## config.mk

```make
export PLATFORM = sky130hd
export DESIGN_NAME = tank_game_ctrl
export DESIGN_NICKNAME = d
export VERILOG_FILES = /design/src/rtl/tank_game_ctrl.sv
export SDC_FILE = /design/constraint.sdc
export NUM_CORES = 1
export LEC_CHECK = 0
export BUFFER_PORTS_ARGS = -buffer_cell sky130_fd_sc_hd__buf_2
export CORE_MARGIN = 2
export CORE_UTILIZATION = 60
export CTS_CLUSTER_SIZE = 8
export DETAILED_ROUTE_END_ITERATION = 10
export GPL_TIMING_DRIVEN = 0
export PLACE_DENSITY = 0.83
export SETUP_SLACK_MARGIN = 0.5
export SLEW_MARGIN = 20
export SYNTH_ARGS = -nofsm -noshare
export SYNTH_HDL_FRONTEND = slang
export SYNTH_SLANG_ARGS = --single-unit
```

## constraint.sdc

```tcl
create_clock -name clk -period 5.8 [get_ports clk]
set_input_delay 1.16 -clock clk [delete_from_list [all_inputs] [get_ports clk]]
set_output_delay 1.16 -clock clk [all_outputs]
set_load 0.01 [all_outputs]
```

## src/rtl/tank_game_ctrl.sv

```systemverilog
// Game sequencer between the debounced controls and the VGA renderer.
// Owns the title/play/pause/over state machine, the frame-divided tank
// movement with edge clamping, and a single bullet. All outputs are registered.
module tank_game_ctrl #(
    parameter int unsigned X_MAX    = 39,
    parameter int unsigned Y_MAX    = 29,
    parameter int unsigned X_INIT   = 32,
    parameter int unsigned Y_INIT   = 3,
    parameter int unsigned MOVE_DIV = 4
) (
    input  logic       clk,
    input  logic       rst_n,
    input  logic       i_frame,
    input  logic       i_start,
    input  logic       i_pause,
    input  logic       i_hit,
    input  logic       i_up,
    input  logic       i_down,
    input  logic       i_left,
    input  logic       i_right,
    input  logic       i_fire,
    output logic [1:0] o_state,
    output logic [5:0] o_tank_x,
    output logic [5:0] o_tank_y,
    output logic [1:0] o_tank_dir,
    output logic       o_bullet_valid,
    output logic [5:0] o_bullet_x,
    output logic [5:0] o_bullet_y
);

    // Counter is at least one bit wide so MOVE_DIV=1 still elaborates.
    localparam int unsigned CntW = (MOVE_DIV > 1) ? $clog2(MOVE_DIV) : 1;
    localparam logic [CntW-1:0] CntLast = CntW'(MOVE_DIV - 1);

    localparam logic [5:0] XMax  = 6'(X_MAX);
    localparam logic [5:0] YMax  = 6'(Y_MAX);
    localparam logic [5:0] XInit = 6'(X_INIT);
    localparam logic [5:0] YInit = 6'(Y_INIT);

    localparam logic [1:0] DirUp    = 2'd0;
    localparam logic [1:0] DirRight = 2'd1;
    localparam logic [1:0] DirDown  = 2'd2;
    localparam logic [1:0] DirLeft  = 2'd3;

    typedef enum logic [1:0] {
        StIdle  = 2'b00,
        StPlay  = 2'b01,
        StPause = 2'b10,
        StOver  = 2'b11
    } state_e;

    state_e            state_q, state_d;
    logic [5:0]        tank_x_q, tank_x_d;
    logic [5:0]        tank_y_q, tank_y_d;
    logic [1:0]        tank_dir_q, tank_dir_d;
    logic              bul_valid_q, bul_valid_d;
    logic [5:0]        bul_x_q, bul_x_d;
    logic [5:0]        bul_y_q, bul_y_d;
    logic [1:0]        bul_dir_q, bul_dir_d;
    logic [CntW-1:0]   cnt_q, cnt_d;
    logic              fire_pend_q, fire_pend_d;
    logic              fire_prev_q, fire_prev_d;

    logic              fire_rise;
    logic              move_tick;
    logic              tank_req;
    logic [5:0]        tank_step_x;
    logic [5:0]        tank_step_y;
    logic [1:0]        tank_step_dir;
    logic [5:0]        bul_step_x;
    logic [5:0]        bul_step_y;
    logic              bul_step_off;

    assign fire_rise = i_fire & ~fire_prev_q;

    // Candidate tank move for this tick: joystick priority up > down > left > right,
    // direction always follows the stick, position clamps at the playfield edge.
    always_comb begin
        tank_req      = i_up | i_down | i_left | i_right;
        tank_step_x   = tank_x_q;
        tank_step_y   = tank_y_q;
        tank_step_dir = tank_dir_q;
        if (i_up) begin
            tank_step_dir = DirUp;
            if (tank_y_q != 6'd0) begin
                tank_step_y = tank_y_q - 6'd1;
            end
        end else if (i_down) begin
            tank_step_dir = DirDown;
            if (tank_y_q != YMax) begin
                tank_step_y = tank_y_q + 6'd1;
            end
        end else if (i_left) begin
            tank_step_dir = DirLeft;
            if (tank_x_q != 6'd0) begin
                tank_step_x = tank_x_q - 6'd1;
            end
        end else if (i_right) begin
            tank_step_dir = DirRight;
            if (tank_x_q != XMax) begin
                tank_step_x = tank_x_q + 6'd1;
            end
        end
    end

    // Candidate bullet step along its latched direction; flag when it would leave the field.
    always_comb begin
        bul_step_x   = bul_x_q;
        bul_step_y   = bul_y_q;
        bul_step_off = 1'b0;
        unique case (bul_dir_q)
            DirUp: begin
                if (bul_y_q == 6'd0) bul_step_off = 1'b1;
                else                 bul_step_y   = bul_y_q - 6'd1;
            end
            DirRight: begin
                if (bul_x_q == XMax) bul_step_off = 1'b1;
                else                 bul_step_x   = bul_x_q + 6'd1;
            end
            DirDown: begin
                if (bul_y_q == YMax) bul_step_off = 1'b1;
                else                 bul_step_y   = bul_y_q + 6'd1;
            end
            default: begin
                if (bul_x_q == 6'd0) bul_step_off = 1'b1;
                else                 bul_step_x   = bul_x_q - 6'd1;
            end
        endcase
    end

    // Game FSM next state plus per-frame tank/bullet scheduling.
    always_comb begin
        state_d     = state_q;
        tank_x_d    = tank_x_q;
        tank_y_d    = tank_y_q;
        tank_dir_d  = tank_dir_q;
        bul_valid_d = bul_valid_q;
        bul_x_d     = bul_x_q;
        bul_y_d     = bul_y_q;
        bul_dir_d   = bul_dir_q;
        cnt_d       = cnt_q;
        fire_pend_d = fire_pend_q;
        fire_prev_d = i_fire;
        move_tick   = 1'b0;

        unique case (state_q)
            StIdle: begin
                if (i_start) begin
                    state_d     = StPlay;
                    tank_x_d    = XInit;
                    tank_y_d    = YInit;
                    tank_dir_d  = DirUp;
                    cnt_d       = '0;
                    bul_valid_d = 1'b0;
                    bul_x_d     = 6'd0;
                    bul_y_d     = 6'd0;
                    bul_dir_d   = DirUp;
                    fire_pend_d = 1'b0;
                end
            end

            StPlay: begin
                if (i_hit) begin
                    state_d     = StOver;
                    bul_valid_d = 1'b0;
                    bul_x_d     = 6'd0;
                    bul_y_d     = 6'd0;
                    bul_dir_d   = DirUp;
                    fire_pend_d = 1'b0;
                end else if (i_pause) begin
                    state_d     = StPause;
                    fire_pend_d = 1'b0;
                end else begin
                    if (i_frame) begin
                        if (cnt_q == CntLast) begin
                            move_tick = 1'b1;
                            cnt_d     = '0;
                        end else begin
                            cnt_d = cnt_q + CntW'(1);
                        end

                        if (move_tick && tank_req) begin
                            tank_x_d   = tank_step_x;
                            tank_y_d   = tank_step_y;
                            tank_dir_d = tank_step_dir;
                        end

                        if (bul_valid_q) begin
                            // A pending shot while a bullet is in flight is dropped.
                            fire_pend_d = 1'b0;
                            if (bul_step_off) begin
                                bul_valid_d = 1'b0;
                            end else begin
                                bul_x_d = bul_step_x;
                                bul_y_d = bul_step_y;
                            end
                        end else if (fire_pend_q) begin
                            // Spawn at the pre-tick tank position; no step this frame.
                            bul_valid_d = 1'b1;
                            bul_x_d     = tank_x_q;
                            bul_y_d     = tank_y_q;
                            bul_dir_d   = tank_dir_q;
                            fire_pend_d = 1'b0;
                        end
                    end
                    // An edge on a frame cycle is kept for the next frame.
                    if (fire_rise) begin
                        fire_pend_d = 1'b1;
                    end
                end
            end

            StPause: begin
                if (i_pause) begin
                    state_d = StPlay;
                end
            end

            StOver: begin
                if (i_start) begin
                    state_d     = StIdle;
                    fire_pend_d = 1'b0;
                end
            end

            default: begin
                state_d = StIdle;
            end
        endcase
    end

    // State registers with asynchronous active-low reset.
    always_ff @(posedge clk or negedge rst_n) begin
        if (!rst_n) begin
            state_q     <= StIdle;
            tank_x_q    <= XInit;
            tank_y_q    <= YInit;
            tank_dir_q  <= DirUp;
            bul_valid_q <= 1'b0;
            bul_x_q     <= 6'd0;
            bul_y_q     <= 6'd0;
            bul_dir_q   <= DirUp;
            cnt_q       <= '0;
            fire_pend_q <= 1'b0;
            fire_prev_q <= 1'b0;
        end else begin
            state_q     <= state_d;
            tank_x_q    <= tank_x_d;
            tank_y_q    <= tank_y_d;
            tank_dir_q  <= tank_dir_d;
            bul_valid_q <= bul_valid_d;
            bul_x_q     <= bul_x_d;
            bul_y_q     <= bul_y_d;
            bul_dir_q   <= bul_dir_d;
            cnt_q       <= cnt_d;
            fire_pend_q <= fire_pend_d;
            fire_prev_q <= fire_prev_d;
        end
    end

    assign o_state        = state_q;
    assign o_tank_x       = tank_x_q;
    assign o_tank_y       = tank_y_q;
    assign o_tank_dir     = tank_dir_q;
    assign o_bullet_valid = bul_valid_q;
    assign o_bullet_x     = bul_x_q;
    assign o_bullet_y     = bul_y_q;

endmodule

```

## Yosys cells after proc, flatten, opt, wreduce, memory -nomap -nowiden

Cells that the tools add are included.

- Add/sub/neg operators: 9
- Multiplexer cells: 92
- Eq/ne operators: 41
- Reduce and logical (&&, ||, !) cells: 21
- Bitwise gates (word level): 5

Operators with widths:

| operator | count |
|---|---|
| 2-to-1 mux 6 bit | 37 |
| case mux 6 bit (2 select lines) | 6 |
| 2-to-1 mux 2 bit | 22 |
| != test 3 bit (second input constant) | 11 |
| AND reduction 9 bit | 3 |
| != test 5 bit (second input constant) | 5 |
| adder 6 x 1 -> 6 bit (second input constant) | 4 |
| subtractor 6 x 1 -> 6 bit (second input constant) | 4 |
| 2-to-1 mux 1 bit | 20 |
| != test 2 bit (second input constant) | 9 |
| zero test 6 bit | 2 |
| != test 4 bit (second input constant) | 3 |
| case mux 2 bit (2 select lines) | 3 |
| nonzero test 6 bit | 2 |
| AND reduction 11 bit | 1 |
| equality test 2 bit (second input constant) | 4 |
| case mux 2 bit (4 select lines) | 1 |
| AND reduction 4 bit | 2 |
| AND reduction 7 bit | 1 |
| equality test 6 x 5 -> 1 bit (second input constant) | 1 |
| equality test 6 bit (second input constant) | 1 |
| != test 6 x 5 -> 1 bit (second input constant) | 1 |
| != test 6 bit (second input constant) | 1 |
| AND reduction 6 bit | 1 |
| other kinds (16) | 23 |

- Input bits: 11
- Register bits after elaboration: 35
- Output and inout bits: 29

## Longest topological paths before layout

Gate-level depths: netlist of run 1.

- Word-level depth: 12
- Gate-level depth with buffers: 8
- Depth with buffers taken out: 8

## Worst setup path before layout of run 1

Ideal clock, no wire load.

- Path kind: input port to flip-flop
- Start: input port i_up
- End: register tank_y_q[5] (netlist: o_tank_y[5])
- Data required time: 5.703 ns
- Setup slack: 3.221 ns
- Stages: 6
- Arrival time: 2.483 ns
- Setup time: 0.097 ns
- Cells stage by stage: ha_1 a211oi_1 nor4b_1 a2111oi_0 a22oi_1 o31ai_1

- Cells in the longest elaborated chain, start to end: 6
- Elaborated cells on any way between the ends: 15
- Classes of those cells: eq/ne (4); mux (6); bitwise (3); reduce/logical (2)

RTL lines:

| element | line | source |
|---|---|---|
| from (decl) | 17 | `input logic i_up,` |
| bitwise OR 1 bit or 2-to-1 mux 6 bit (tied branches) | 79, 83 |  |
| bitwise OR 1 bit or 2-to-1 mux 6 bit (tied branches) | 79, 182 |  |
| bitwise OR 1 bit or 2-to-1 mux 6 bit (tied branches) | 79, 174 |  |
| logical AND 1 bit or 2-to-1 mux 6 bit (tied branches) | 182, 170 |  |
| != test 2 bit (no source line) or 2-to-1 mux 6 bit (tied branches) | - |  |
| AND reduction 9 bit (no source line) or case mux 6 bit (2 select lines) (tied branches) | - |  |
| to (signal assigned) | 237 | `tank_y_q <= YInit;` |
| to (signal assigned) | 249 | `tank_y_q <= tank_y_d;` |
| to (decl) | 54 | `logic [5:0] tank_y_q, tank_y_d;` |

Parallel ways exist; a longest one is shown, timed or not. The select of a mux whose other input is x is not followed.
A chain may end at the register's enable or synchronous reset.

## Worst setup path after layout of run 1

Ends and elaborated chain as after synthesis.

==> results of run 1 <==
-- routing by layer --
layer / vias to the layer above / routed length [um]
met5: - / 0
met2: 105 / 3170
met4: 0 / 44
li1: 1251 / -
met1: 1268 / 3030
met3: 6 / 470
-- synth_stat cells, drive strengths merged (3+ instances only) --
cell / instances / area share [%]
dfrtp: 32 / 29
nand2: 24 / 3.2
ha: 22 / 9.9
o21ai: 22 / 4.1
a21oi: 20 / 4.0
inv: 17 / 2.3
nor2: 15 / 2.1
o31ai: 12 / 3.2
a21o: 10 / 2.7
a211oi: 9 / 2.4
clkbuf: 8 / 1.1
nor2b: 8 / 1.8
nor3: 8 / 1.4
nand2b: 7 / 1.7
mux2i: 6 / 2.2
nor4: 6 / 1.4
mux2: 5 / 2.0
and2: 4 / 0.90
fa: 4 / 2.9
nor4b: 4 / 1.3
or4: 4 / 1.3
dfstp: 3 / 2.8
nand4: 3 / 0.68
nor3b: 3 / 0.81
o22ai: 3 / 0.68
o2bb2ai: 3 / 0.95
o41ai: 3 / 0.95
xnor2: 3 / 0.95
xor2: 3 / 0.95
-- cell type report --
class	instances	area [sq um]	share of cell area (%)
Buffer	8	30.0	0.964
Tap cell	52	65.1	2.09
Sequential cell	35	880	28.2
Clock buffer	8	80.1	2.57
Multi-Input combinational cell	243	1800	57.8
Timing Repair Buffer	39	195	6.27
Inverter	17	63.8	2.05
-- worst max-delay path, stage by stage --
cell and delay (ns):
buf_2 0.16, ha_1 0.32, a211oi_1 0.41, nor4b_1 0.10
a2111oi_0 0.56, a22oi_1 0.13, o31ai_1 0.10
-- state kept, by name (all words and copies together) (netlist names) --
name,cells
fire_pend_q,1
bul_dir_q,2
o_state,2
o_bullet_valid,1
o_bullet_x,6
cnt_q,2
o_tank_x,6
o_bullet_y,6
o_tank_dir,2
o_tank_y,6
fire_prev_q,1
-- final timing paths --
kind                              from            end
max                               i_up    o_tank_y[5]
min                        fire_pend_q    fire_pend_q
max reg2reg                 o_state[1]  o_bullet_x[5]
min reg2reg                fire_pend_q    fire_pend_q
max in group asynchronous        rst_n  o_bullet_y[0]
min in group asynchronous        rst_n  o_bullet_y[5]
-- logic make-up (layout without fill, tap and decap cells) --
kind of cell | Yosys count | in the layout | share of synthesized area, %
buf+inv | 25 | 72 | 3.38
fa+ha+maj | 26 | 26 | 12.8
xor+xnor | 7 | 7 | 2.75
flops | 35 | 35 | 31.7
mux | 11 | 11 | 4.19
compound gates | 104 | 104 | 26.0
simple gates | 95 | 95 | 19.2
-- metrics by stage --
stage	total power, uW	hold WS, ns	util (%)
2_1_floorplan	1060	0.480	-
3_3_place_gp	1280	0.513	68.8
3_5_place_dp	1310	0.529	68.8
4_1_cts	1480	0.547	70.6
5_1_grt	1620	0.583	70.6
6_report	1500	0.544	70.6
-- power by group --
| group | internal (uW) | leakage (uW) | switching, uW |
|---|---|---|---|
| sequential | 328 | 0.000456 | 116 |
| clock | 85.3 | 0.0000395 | 87.3 |
| combinational | 367 | 0.000943 | 514 |
| total | 780 | 0.00144 | 717 |
==> metrics.txt, run 1 <==
number of antenna violations at the first check in global routing 0; Final TNS setup 0 ns; number of nets in the final layout roughly 390; number of remaining DRC errors 0; Worst Slack Setup Final 3.04 ns; number of nets still failing antenna checks after routing 0; initial core utilization 62.9%; sequential area share after synthesis a little under a third; asr flop ratio synth 100%; number of resized instances in the post-cts repair step 0; cell area after layout between 3000 and 4000 sq um; critical setup path kind primary input to flop; sink count of the clock tree 35; port buffer count 39; via/cell ratio roughly 6.5; proportion of layout cells with a drive suffix above 1 16.9%; max-cap viol count 0; via count between 2000 and 3000; relative slew slack around half; first-pass GRT wire length about 11000 um; number of instances in the synthesized netlist just over 300; Site Rows 24; wire length after detailed routing approximately 6700 um; clock slew seen by the registers of the worst setup and hold paths 0.07 ns; worst min-delay path category flop to flop; pin count of the biggest net entering global routing 36; commonest non-fill, non-tap cell in the layout buf_2; syn avg cell area between 9 and 10 sq um; floorplan die area 5190 sq um; unrepaired setup endpoints after global routing no; DR WL/cell ~17 um; slew at the pin with the worst max-slew slack 0.768 ns; insertion delay to the later sink of the worst-skew pair 0.29 ns; setup repair bufs after CTS 0; placed inst area 3040 sq um; I/O pin count 40; endpoint type of the worst setup path flop; Max Clock Freq about 360 MHz; post-route non-filler standard cell count between 400 and 500; result of the run finished, final reports clean; Synth warnings 0; vias in the first global route 2417; met2 routing resource usage after global routing 45.3%; met3 track utilization from global routing 2.92%; count of final hold-check violations 0; number of pins exceeding their max-slew limit in the final report 0; number of cells on the worst reg-to-reg path 8; maximum vdd ir drop 0.246 mV; placed cell count 394; GR Overflow Total 0; Antenna Cells 0; Worst Skew ~0.0055 ns; Post-synth EDFFs 0; worst reg2reg setup slack 3.24 ns; Post-Syn Nets 340; element type at the critical path start primary input; dominant synthesized flop cell dfrtp_1; leading cell types in the layout, fill and taps excluded 39 x buf_2, 32 x dfrtp_1, 24 x nand2_1; post-layout min period between 2 and 3 ns; synthesized cell area 2780 sq um; HPWL after DPL between 5000 and 6000 um; worst endpoint required time 5.99 ns; Lkg Pwr between 0.001 and 0.0015 uW; Fill cells approximately 340; die boundary height 72.0 um; Die Width 72.0 um; Min-Delay Path Depth 2; layer with the highest usage met2; final setup fails 0; Period Utilization, post-route a little under half; TritonCTS clock tree built; pre-CTS setup slack roughly 2.8 ns; core region area approximately 4400 sq um; number of distinct standard cells referenced by the synthesized netlist between 60 and 70; met1 capacity usage during global routing 39.3%; number of storage elements in the synthesis netlist 35; H-tree depth reported by CTS 2; router iterations before antenna repair 7; buffer cell driving the clock tree root clkbuf_8; GRT Resource Usage Total 27.8%; Placer Congestion slightly above 0.9; clk buf depth 2; Post-CTS Hold Fix Bufs 0; critical path fanouts, max 11; TritonCTS Buffers 5; arrival time worst endpoint 2.95 ns; layout overhead on the synthesized area 12.3%; Pwr Density approximately 480 nW/um^2; iteration-0 DRC count of the detailed router ~380
No activity file was read; power rests on OpenSTA's default activity.
==> run 2: changes to the inputs <==
--- a/config.mk
+++ b/config.mk
@@ -5,13 +5,14 @@
 export SDC_FILE = /design/constraint.sdc
 export NUM_CORES = 1
 export LEC_CHECK = 0
+export ABC_AREA = 1
 export BUFFER_PORTS_ARGS = -buffer_cell sky130_fd_sc_hd__buf_2
 export CORE_MARGIN = 2
-export CORE_UTILIZATION = 60
+export CORE_UTILIZATION = 59
 export CTS_CLUSTER_SIZE = 8
 export DETAILED_ROUTE_END_ITERATION = 10
 export GPL_TIMING_DRIVEN = 0
-export PLACE_DENSITY = 0.83
+export PLACE_DENSITY = 0.81
 export SETUP_SLACK_MARGIN = 0.5
 export SLEW_MARGIN = 20
 export SYNTH_ARGS = -nofsm -noshare
==> constraint.sdc (replaced) <==
create_clock -name clk -period 2.8 [get_ports clk]
set_input_delay 0.56 -clock clk [delete_from_list [all_inputs] [get_ports clk]]
set_output_delay 0.56 -clock clk [all_outputs]
set_load 0.01 [all_outputs]
==> metrics.txt, run 2 <==
TritonCTS clock tree built; number of distinct standard cells referenced by the synthesized netlist 39; asr flop ratio synth 100%; Worst Hold Margin around 0.34 ns; library cell with the highest instance count after synthesis nand2_1; xor and xnor fraction of the mapped netlist area 2.93%; slew at the pin with the worst max-slew slack between 0.7 and 0.8 ns; unrepaired setup endpoints after global routing no; I/O pin count 40; element type at the critical path start flop; pin count of the biggest net entering global routing 36; die boundary height roughly 75 um; layout overhead on the synthesized area 13.1%; critical path fanouts, max 10; Lkg Pwr about 0.0018 uW; dominant synthesized flop cell dfrtp_1; cell family contributing the most delay on the critical path buffers and inverters; top-area cell type share of the netlist area 26.8%; Die Width approximately 75 um; Post-Synth Simple-Gate Area approximately 36%; clk buf depth 2; DR WL/cell around 12 um; relative slew slack 48.7%; Critical path buffers and inverters 5; wire length after detailed routing about 6600 um; count of final hold-check violations 0; GRT Resource Usage Total between 20 and 30%; floorplan die area roughly 5700 sq um; synthesized cell area about 3000 sq um; Post-CTS Hold Fix Bufs 0; critical-path cell list inv_1 > ha_1 > buf_6 > inv_6 > nand2_4 > nand2_4 > clkinv_4 > nand3_4 > nor2_4 > nand3b_2 > buf_6 > nand2_1 > o21ai_2; router iterations before antenna repair 4; post-layout min period around 1.9 ns; delay of the slowest cell on the worst path 0.44 ns; area fraction in compound gates after synthesis between 10 and 15%; vias in the first global route around 2500; launch point of the worst path o_state[1]; cell area after layout ~3400 sq um; post-synthesis mux area share 0%; leading cell types in the layout, fill and taps excluded 141 x nand2_1, 49 x inv_1, 39 x buf_2; Period Utilization, post-route a little over two thirds; result of the run finished, final reports clean; proportion of layout cells with a drive suffix above 1 between 10% and 20%; number of instances in the synthesized netlist approximately 420; sink count of the clock tree 35; top post-synthesis cells by area dfrtp_1 27%, nand2_1 18%, ha_1 9.2%; origin of the critical flop-to-flop path o_state[1]; maximum vdd ir drop about 0.67 mV; Max Clock Freq a little over 500 MHz; iteration-0 DRC count of the detailed router 180; setup repair bufs after CTS 0; sequential area share after synthesis between 20 and 30%; commonest non-fill, non-tap cell in the layout nand2_1; number of nets still failing antenna checks after routing 0; number of storage elements in the synthesis netlist 35; core region area approximately 4800 sq um; synth cell count leaders 141 x nand2_1, 49 x inv_1, 38 x nand3_1; worst endpoint required time just under 3 ns; via count 2809; synthesized-area fraction occupied by adder cells between 10% and 20%; critical setup path kind flop to flop; Synth warnings 0; H-tree depth reported by CTS 2; Site Rows 25; number of nets in the final layout 504; port buffer count 39; largest area contributor in the synthesized netlist dfrtp_1; insertion delay to the later sink of the worst-skew pair roughly 0.29 ns; crit path max-delay cell type dfrtp_1; max-cap viol count 0; main combinational cell family by area after synthesis simple AND/OR/NAND/NOR gates; utilization after layout 70.2%; Post-synth EDFFs 0; Pwr Density roughly 1100 nW/um^2; Final TNS setup 0 ns; number of antenna violations at the first check in global routing 0; number of pins exceeding their max-slew limit in the final report 0; final setup fails 0; worst min-delay path category primary input to async pin; Post-Syn Nets approximately 460; number of remaining DRC errors 0; via/cell ratio between 5 and 6; endpoint type of the worst setup path flop; initial core utilization slightly above 60%; Worst Skew approximately 0.008 ns; Placer Congestion approximately 0.86; Antenna Cells 0; syn avg cell area between 7 and 8 sq um; placed inst area 3270 sq um; TritonCTS Buffers 5; arrival time worst endpoint 2.13 ns; buffer cell driving the clock tree root clkbuf_8; number of resized instances in the post-cts repair step 0; GR Overflow Total 0; first-pass GRT wire length approximately 11000 um; clock slew seen by the registers of the worst setup and hold paths around 0.07 ns; HPWL after DPL 5010 um
## run 2: changes by cell type in the layout (fill, tap and decap cells not counted), moves of 8 or more
cell      change
o31ai_1       -9
nand2_1     +117
inv_1        +32
nor2b_1       -8
clkbuf_1      -8
nand3_1      +37
a211oi_1      -8
nor2_1       +18
a21o_1        -8
## run 2: cell families after synthesis
family / after synthesis
AND/OR/NAND/NOR: 239
buffers and inverters: 60
AO/OA/AOI/OAI: 51
flip-flops: 35
adder cells (fa/ha/maj): 26
XOR/XNOR: 10
## run 2: where the power goes
group          switching [uW]  internal [uW]
Clock                     187            265
Combinational            1460            925
Sequential                265            696
## run 2: area by class of cell
type / instances / area, sq um
Buffer: 6 / 45.0
Clock buffer: 5 / 68.8
Clock inverter: 3 / 43.8
Fill cell: 439 / 1440
Inverter: 54 / 213
Multi-Input combinational cell: 326 / 1850
Sequential cell: 35 / 880
Tap cell: 67 / 83.8
Timing Repair Buffer: 39 / 195
## run 2: stage by stage
stage / worst slack (ns) / total power, uW / cells
2_1_floorplan: 1.06 / 2740 / 421
3_3_place_gp: 0.797 / 3250 / 527
3_5_place_dp: 0.745 / 3320 / 527
4_1_cts: 0.842 / 3810 / 535
5_1_grt: 0.652 / 4190 / 535
6_report: 0.852 / 3790 / 535
## run 2: path summary, 6_finish.rpt
| path | depth (start not counted) | end | slack, ns |
|---|---|---|---|
| min | 1 | o_tank_y[3] | 0.34 |
| max in group asynchronous | 1 | o_tank_x[4] | 1.97 |
| min reg2reg | 1 | cnt_q[1] | 0.50 |
| max | 13 | o_tank_y[2] | 0.85 |
| max reg2reg | 13 | o_tank_y[2] | 0.85 |
| min in group clk | 1 | fire_prev_q | 0.39 |
## run 2: routing by layer
layer	global-route usage (%)	up-vias	part of all wire [%]
met5	0	-	0
met4	7.60	0	1.3
met3	3.88	8	4.7
met2	42.1	73	47
met1	34.1	1268	47
li1	-	1460	-
==> run 3: changes to the inputs <==
==> constraint.sdc (replaced) <==
create_clock -name clk -period 1.81 [get_ports clk]
set_input_delay 0.362 -clock clk [delete_from_list [all_inputs] [get_ports clk]]
set_output_delay 0.362 -clock clk [all_outputs]
set_load 0.01 [all_outputs]
==> metrics.txt, run 3 (synthesis results as in run 2) <==
final setup fails 23; floorplan die area 5650 sq um; Lkg Pwr 0.00215 uW; relative slew slack about 44%; TritonCTS clock tree built; I/O pin count 40; vias in the first global route between 3000 and 4000; Worst Slack Setup Final -0.174 ns; count of final hold-check violations 0; worst r2r dst o_bullet_x[4]; worst endpoint required time roughly 2.0 ns; Max Clock Freq 504 MHz; unrepaired setup endpoints after global routing yes; Final Total Pwr 9260 uW; Worst Skew ~0.015 ns; port buffer count 39; leading cell types in the layout, fill and taps excluded 107 x nand2_1, 45 x inv_1, 33 x nand3_1; critical setup path kind flop to flop; layout overhead on the synthesized area 50.0%; worst min-delay path category primary input to async pin; first-pass GRT wire length around 16000 um; max-cap viol count 0; router iterations before antenna repair 6; Fill cells about 180; number of remaining DRC errors 0; core region area 4820 sq um; origin of the critical flop-to-flop path o_state[1]; clock slew seen by the registers of the worst setup and hold paths 0.09 ns; area taken by flip-flops and latches about 900 sq um; H-tree depth reported by CTS 2; Site Rows 25; number of nets in the final layout 560; pin count of the biggest net entering global routing 36; HPWL after DPL between 5000 and 6000 um; clk buf depth 2; GR Overflow Total 0; placed cell count between 500 and 600; iteration-0 DRC count of the detailed router just under 700; DR WL/cell roughly 24 um; number of cells on the worst reg-to-reg path 13; number of nets still failing antenna checks after routing 0; maximum vdd ir drop roughly 1.4 mV; worst reg2reg setup slack -0.17 ns; area of the multi-input gates between 2000 and 2500 sq um; slew at the pin with the worst max-slew slack 0.839 ns; Period Utilization, post-route 110%; via/cell ratio ~6.9; proportion of layout cells with a drive suffix above 1 between 40 and 50%; Die Width approximately 75 um; wire length after detailed routing between 10000 and 15000 um; Placer Congestion ~0.82; via count between 4000 and 5000; TritonCTS Buffers 5; Post-CTS Hold Fix Bufs 0; GRT Resource Usage Total just under 40%; Antenna Cells 0; insertion delay to the later sink of the worst-skew pair about 0.32 ns; violated checks setup timing; Pwr Density 2070 nW/um^2; sink count of the clock tree 35; number of pins exceeding their max-slew limit in the final report 0; critical path fanouts, max 8; endpoint type of the worst setup path flop; number of antenna violations at the first check in global routing 1; initial core utilization 62.1%; result of the run finished, violations left; Worst Hold Margin between 0.1 and 0.15 ns; die boundary height approximately 75 um; element type at the critical path start flop; commonest non-fill, non-tap cell in the layout nand2_1; post-route non-filler standard cell count 590; buffer cell driving the clock tree root clkbuf_8; post-layout min period roughly 2.0 ns; arrival time worst endpoint around 2.2 ns
==> run 3: where the power goes <==
group	total [uW]	switching (uW)	internal, uW
logic	7010	4010	3000
clock network	659	359	300
registers	1580	480	1100
==> run 3: timing repair <==
action                                  4_1_cts  5_1_grt
endpoints found under the setup margin       43       56
hold endpoints to repair                      0        0
gates cloned                                  3        0
pin swaps                                    31       22
setup buffers                                39       14
resized for setup                            79       55
==> run 3: worst max path at each step <==
stage                             from       endpoint  slack [ns]  cells after the start
after CTS                 bul_dir_q[0]  o_bullet_x[4]        0.04                      9
after global routing        o_state[1]  o_bullet_x[4]       -0.23                     13
final                       o_state[1]  o_bullet_x[4]       -0.17                     13
after floorplan             o_state[1]    o_tank_y[5]        0.11                     13
after detailed placement  bul_dir_q[1]  o_bullet_x[4]       -0.06                     10
after global placement    bul_dir_q[1]  o_bullet_x[4]       -0.05                     10
==> run 3: per-stage QoR <==
| step | setup WS, ns | TNS [ns] | utilization, % | area (sq um) |
|---|---|---|---|---|
| 2_1_floorplan | 0.108 | 0 | - | 3130 |
| 3_3_place_gp | -0.0529 | -0.0716 | 70.7 | 3410 |
| 3_5_place_dp | -0.0629 | -0.230 | 70.7 | 3410 |
| 4_1_cts | 0.0413 | 0 | 86.5 | 4170 |
| 5_1_grt | -0.231 | -3.46 | 93.1 | 4480 |
| 6_report | -0.174 | -2.43 | 93.1 | 4480 |
==> run 3: layer usage <==
metal	GRT usage [%]	up-vias	routed length, um	part of all wire (%)
met5	1.85	-	0	0
met4	25.7	0	1650	12
met3	8.70	186	1820	13
met2	67.6	460	6260	44
met1	44.0	1855	4560	32
li1	-	1575	-	-
==> run 3: layout make-up <==
cell class	instances	area share, %
plain buffers	6	1.28
clock buffers	6	1.84
clock inverters	1	0.112
inverters	54	4.97
multi-input cells	327	52.3
flip-flops and latches	35	20.2
well taps	67	1.87
repair buffers	94	17.5
==> run 3: worst max-delay path, stage by stage (launching register included) <==
cell     delay, ns
dfrtp_2       0.46
inv_2         0.11
ha_4          0.16
buf_8         0.14
inv_12        0.04
nor2_8        0.13
inv_4         0.07
buf_8         0.13
nor2_4        0.15
nand2_2       0.10
nand2_4       0.12
nor2_4        0.06
nand2_1       0.09
nand2_1       0.07
